--- src/rtl/fifo_pkg.sv ---
// rtl/fifo_pkg.sv - shared constants and types for the FIFO read-side drain stage
package fifo_pkg;
   localparam int FIFO_DATA_WIDTH = 8;

   localparam int SKID_DEPTH = 3;

   typedef logic [$clog2(SKID_DEPTH+1)-1:0] occ_t;
   typedef logic [1:0]                      ptr_t;

   function automatic ptr_t ptr_inc(input ptr_t p);
      return (p == ptr_t'(SKID_DEPTH - 1)) ? ptr_t'(0) : p + ptr_t'(1);
   endfunction
endpackage

--- src/rtl/fifo_skid_buf.sv ---
// rtl/fifo_skid_buf.sv - 3-entry circular buffer with push/pop, occupancy and head data
module fifo_skid_buf
   import fifo_pkg::*;
#(
   parameter int DATA_WIDTH = FIFO_DATA_WIDTH
) (
   input  logic                  clk,
   input  logic                  rst,
   input  logic                  push_i,
   input  logic [DATA_WIDTH-1:0] push_data_i,
   input  logic                  pop_i,
   output occ_t                  occ_o,
   output logic [DATA_WIDTH-1:0] head_o
);

   logic [DATA_WIDTH-1:0] mem_q [SKID_DEPTH];
   ptr_t wr_ptr_q, wr_ptr_d;
   ptr_t rd_ptr_q, rd_ptr_d;
   occ_t occ_q, occ_d;

   always_comb begin
      wr_ptr_d = wr_ptr_q;
      rd_ptr_d = rd_ptr_q;
      occ_d    = occ_q + occ_t'(push_i) - occ_t'(pop_i);
      if (push_i) wr_ptr_d = ptr_inc(wr_ptr_q);
      if (pop_i)  rd_ptr_d = ptr_inc(rd_ptr_q);
   end

   // Storage is cleared on reset so the head reads zero before any capture.
   always_ff @(posedge clk or posedge rst) begin
      if (rst) begin
         for (int i = 0; i < SKID_DEPTH; i++) mem_q[i] <= '0;
         wr_ptr_q <= '0;
         rd_ptr_q <= '0;
         occ_q    <= '0;
      end else begin
         if (push_i) mem_q[wr_ptr_q] <= push_data_i;
         wr_ptr_q <= wr_ptr_d;
         rd_ptr_q <= rd_ptr_d;
         occ_q    <= occ_d;
      end
   end

   assign occ_o  = occ_q;
   assign head_o = mem_q[rd_ptr_q];

endmodule

--- src/rtl/fifo_rd_stream.sv ---
// rtl/fifo_rd_stream.sv - drains the async FIFO read port into a framed valid/ready stream
module fifo_rd_stream
   import fifo_pkg::*;
#(
   parameter int DATA_WIDTH = FIFO_DATA_WIDTH,
   parameter int BURST_LEN  = 4,
   parameter int CNT_WIDTH  = 16
) (
   input  logic                  rd_clk,
   input  logic                  rst,
   input  logic                  fifo_empty,
   input  logic [DATA_WIDTH-1:0] fifo_rdata,
   output logic                  fifo_rd_en,
   output logic                  m_valid,
   input  logic                  m_ready,
   output logic [DATA_WIDTH-1:0] m_data,
   output logic                  m_last,
   output logic [CNT_WIDTH-1:0]  word_cnt,
   output logic                  busy
);

   localparam logic [7:0] LAST_BEAT = 8'(BURST_LEN - 1);

   occ_t                 occ;
   logic                 inflight_q, inflight_d;
   logic [7:0]           beat_q, beat_d;
   logic [CNT_WIDTH-1:0] cnt_q, cnt_d;
   logic [2:0]           pending;
   logic                 hs;

   fifo_skid_buf #(.DATA_WIDTH(DATA_WIDTH)) u_buf (
      .clk         (rd_clk),
      .rst         (rst),
      .push_i      (inflight_q),
      .push_data_i (fifo_rdata),
      .pop_i       (hs),
      .occ_o       (occ),
      .head_o      (m_data)
   );

   assign m_valid = (occ != '0);

   // Pops are reserved against words already buffered plus the one in flight,
   // so the buffer can never overflow and m_ready has no path to fifo_rd_en.
   always_comb begin
      pending    = {1'b0, occ} + {2'b00, inflight_q};
      fifo_rd_en = !rst && !fifo_empty && (pending < 3'(SKID_DEPTH));
      hs         = m_valid && m_ready;
      inflight_d = fifo_rd_en;
      beat_d     = beat_q;
      cnt_d      = cnt_q;
      if (hs) begin
         cnt_d  = cnt_q + CNT_WIDTH'(1);
         beat_d = (beat_q == LAST_BEAT) ? 8'd0 : beat_q + 8'd1;
      end
   end

   always_ff @(posedge rd_clk or posedge rst) begin
      if (rst) begin
         inflight_q <= 1'b0;
         beat_q     <= '0;
         cnt_q      <= '0;
      end else begin
         inflight_q <= inflight_d;
         beat_q     <= beat_d;
         cnt_q      <= cnt_d;
      end
   end

   assign m_last   = m_valid && (beat_q == LAST_BEAT);
   assign word_cnt = cnt_q;
   assign busy     = (occ != '0) || inflight_q;

endmodule

--- config.mk ---
export PLATFORM = sky130hd
export DESIGN_NAME = fifo_rd_stream
export DESIGN_NICKNAME = d
export VERILOG_FILES = /design/src/rtl/fifo_pkg.sv /design/src/rtl/fifo_skid_buf.sv /design/src/rtl/fifo_rd_stream.sv
export SDC_FILE = /design/constraint.sdc
export NUM_CORES = 1
export LEC_CHECK = 0
export ABC_CLOCK_PERIOD_IN_PS = 2230
export CELL_PAD_IN_SITES_DETAIL_PLACEMENT = 1
export CELL_PAD_IN_SITES_GLOBAL_PLACEMENT = 1
export CORE_MARGIN = 2
export CORE_UTILIZATION = 42
export DETAILED_ROUTE_END_ITERATION = 10
export PLACE_DENSITY_LB_ADDON = 0.12
export REMOVE_ABC_BUFFERS = 1
export SLEW_MARGIN = 10
export SYNTH_ARGS = -nofsm -noshare
export SYNTH_HDL_FRONTEND = slang
export SYNTH_SLANG_ARGS = --single-unit
--- constraint.sdc ---
create_clock -name rd_clk -period 2.23 [get_ports rd_clk]
set_input_delay 0.446 -clock rd_clk [delete_from_list [all_inputs] [get_ports rd_clk]]
set_output_delay 0.446 -clock rd_clk [all_outputs]
set_load 0.02 [all_outputs]
==> reports/qor.yml, run 1 <==
critical_path:
  end_kind: "output port"
  r2r_start: "u_buf.occ_o[1]$_DFF_PP0_"
  slowest_stage: "or4b_4"
  reg2reg_slack_ps: 430
  worstSetupStartpoint: "beat_q[1]$_DFFE_PP0P_"
  path_max_fanout: 2
  start_kind: "register"
  crit_type: "register to output port"
  cp.required_ps: 1780
  crit_arrival_ps: 1830
  crit_path_cell_trace: "ha_2, or4b_4, nor4_4, and2_2, buf_4"
  cpPeakStageDelay_ps: 470
placed_design:
  dp_cells: 324
  dp_hpwl_um: 3620
  portBuffers: 39
  place_congestion: 0.770
finish:
  seq_area_um2: 1380
  final_cells: 333
  fin_util: 0.572
  fillCellCount: 590
  diodes: 0
  area_delta_synth_final_pct: 30.0
  drive_gt1_frac: 0.249
  multiInputGateArea_um2: 1070
  fin_nets: 278
grt:
  grt_max_degree: 56
  gr-usage-all-layers: 0.180
  grt_pass1_wl_um: 8900
  grt_pass1_vias: 1755
  antenna_found_initial: 0
  grt.overflow.total: 0
sta:
  hold_violations: 0
  relSlewSlack: 0.661
  rsz0062_at_grt: "true"
  worst_slack_ps: -49.8
  fmax_mhz: 439
  fin_skew_ps: 2.99
  worstMarginPinSlew_ps: 506
  slew_viol_final: 0
  setup_viol: 1
  finalCriticalPeriod_ps: 2280
  period_share: 1.02
floorplanning:
  die_x_um: 80.5
  core_area_um2: 5570
  rows: 27
  die_area_um2: 6470
  io_pins: 40
  fp.dieH_um: 80.5
  start_util: 0.440
clocking:
  clkTransAtPathRegs_ps: 90
  hold_buffers: 0
  clk_latency_ps: 300
  cts_root_buf: "clkbuf_8"
  ctsHtreeMaxLevel: 2
  cts_tree: "built"
  cts.sinks: 55
  cts_buffer_depth: 2
  cts_buffers: 5
run_status:
  violations: "setup timing"
  status: "finished, violations left"
drt:
  vias: 1698
  drt_first_pass_iters: 4
  drt_iter0_drc: 87
  drc: 0
  wl_um: 5100
  wl_per_cell_um: 15.3
  vias_per_cell: 5.10
  drtAntennaViolNets: 0
min_path:
  hold_class: "register to register"
  hp-start: "word_cnt[15]$_DFFE_PP0P_"
pwr:
  power.density_nw_per_um2: 1280
  leakagePower_nw: 1.43
  vdd_drop_max_v: 0.000640
synth:
  ys_seq_area_frac: 0.561
  yosysWarnings: 0
  syn-cell-area_um2: 2450
  avgSynthCellArea_um2: 12.3
  synth.distinct_cells: 29
  postSynthRegisterBits: 55
  synth_cells: 200
flow_run:
  drv_cap: 0
state kept, by name, summed over array words and instances, names as in the netlist:
signal,cells
beat_q,8
inflight_q,1
u_buf.mem_q,24
u_buf.occ_o,2
u_buf.rd_ptr_q,2
u_buf.wr_ptr_q,2
word_cnt,16
layout by cell type, fill, tap and decap left out, types with 2 or more instances in the layout:
master and count:
nor3_2 3, nor3_1 3, buf_4 20, mux2_2 24, nand2_1 23, ha_2 2
o21ai_0 10, mux2i_1 8, dfrtp_1 55, ha_1 3, and3_1 3, nor2_1 3
nand3_1 8, inv_1 4, or3_1 2, xor2_1 5, dlygate4sd2_1 9, or2_2 2
clkbuf_8 7, nand4_1 6, clkdlybuf4s50_1 27, a21o_1 4, xnor2_1 17
critical path, delay by kind of cell (launching register included):
family,cells,cell delay (ps)
and+or+nand+nor,3,820
DFF,1,380
buffers and inverters,1,130
adders and majority gates,1,200
cell usage after synthesis:
library cell,number,share of area
mux2_2,24,0.11
ha_1,6,0.031
buf_2,3,0.0061
buf_1,1,0.0015
xor2_1,5,0.018
nor2b_1,1,0.0026
clkinv_1,1,0.0015
clkbuf_1,1,0.0015
a2111oi_0,1,0.0036
or3_1,2,0.0051
and4_1,1,0.0036
xnor2_1,17,0.061
dfrtp_1,55,0.56
nand2_1,23,0.035
o21ai_0,10,0.020
nor3_2,3,0.012
inv_1,5,0.0076
nor3_1,3,0.0061
or4b_4,1,0.0056
and2_2,1,0.0031
and3_1,3,0.0076
nand4_1,6,0.015
or2_2,2,0.0051
o21ai_1,1,0.0020
nor4_4,1,0.0087
nor2_1,3,0.0046
mux2i_1,8,0.033
nand3_1,8,0.016
a21o_1,4,0.012
layer usage:
metal  global-route usage  vias up  wire (um)
met4               0.0458        0         59
met2                0.286       25       2490
met1                0.250      853       2370
met3               0.0404        6        174
li1                     -      814          -
met5                    0        -          0
cell type report:
class,instances,share of cell area
flip-flops and latches,55,0.431
multi-input cells,134,0.335
repair buffers,58,0.167
clock buffers,8,0.0314
well taps,72,0.0282
inverters,6,0.00706
final timing paths:
| check | to | cells after the start |
|---|---|---|
| worst max-delay path | m_last | 5 |
| worst min-delay path | word_cnt[15]$_DFFE_PP0P_ | 1 |
| worst max register to register | u_buf.occ_o[1]$_DFF_PP0_ | 8 |
| worst min register to register | word_cnt[15]$_DFFE_PP0P_ | 1 |
| max in group asynchronous | word_cnt[10]$_DFFE_PP0P_ | 4 |
| min in group asynchronous | u_buf.occ_o[0]$_DFF_PP0_ | 4 |
timing repair:
item                       CTS  global route
gates resized for setup     23             4
pin swaps                    1             1
setup endpoints to repair   11             2
setup buffers                1             0
hold endpoints to repair     0             0
cell families (layout without fill, tap and decap cells):
logic type	Yosys count	in the layout	share of synthesized area
AO/OA/AOI/OAI	16	16	0.0382
XOR/XNOR	22	22	0.0785
adder cells (fa/ha/maj)	6	6	0.0306
buffers and inverters	11	72	0.0183
flip-flops	55	55	0.561
multiplexers	32	32	0.143
AND/OR/NAND/NOR	58	58	0.131
through the flow:
stage	cell area [um^2]	power (mW)	setup slack, ps	setup TNS (ps)	hold slack [ps]
global placement	3060	3.51	-234	-361	462
floorplan	2430	2.69	-297	-462	448
finish	3190	4.10	-49.8	-49.8	484
detailed placement	3060	3.59	-389	-575	470
global route	3190	4.43	-164	-164	499
CTS	3170	4.13	-52.3	-52.3	483
power by group:
group / switching, mW / internal (mW)
clock: 0.305 / 0.284
combinational: 0.924 / 0.935
sequential: 0.271 / 1.38
total: 1.50 / 2.60
Power figures use the tool's default switching activity.
==> run 2, diff against run 1 <==
- SLEW_MARGIN: 10 -> default
==> results of run 2 <==
No change in the layout: final DEF, timing and power equal those of run 1.
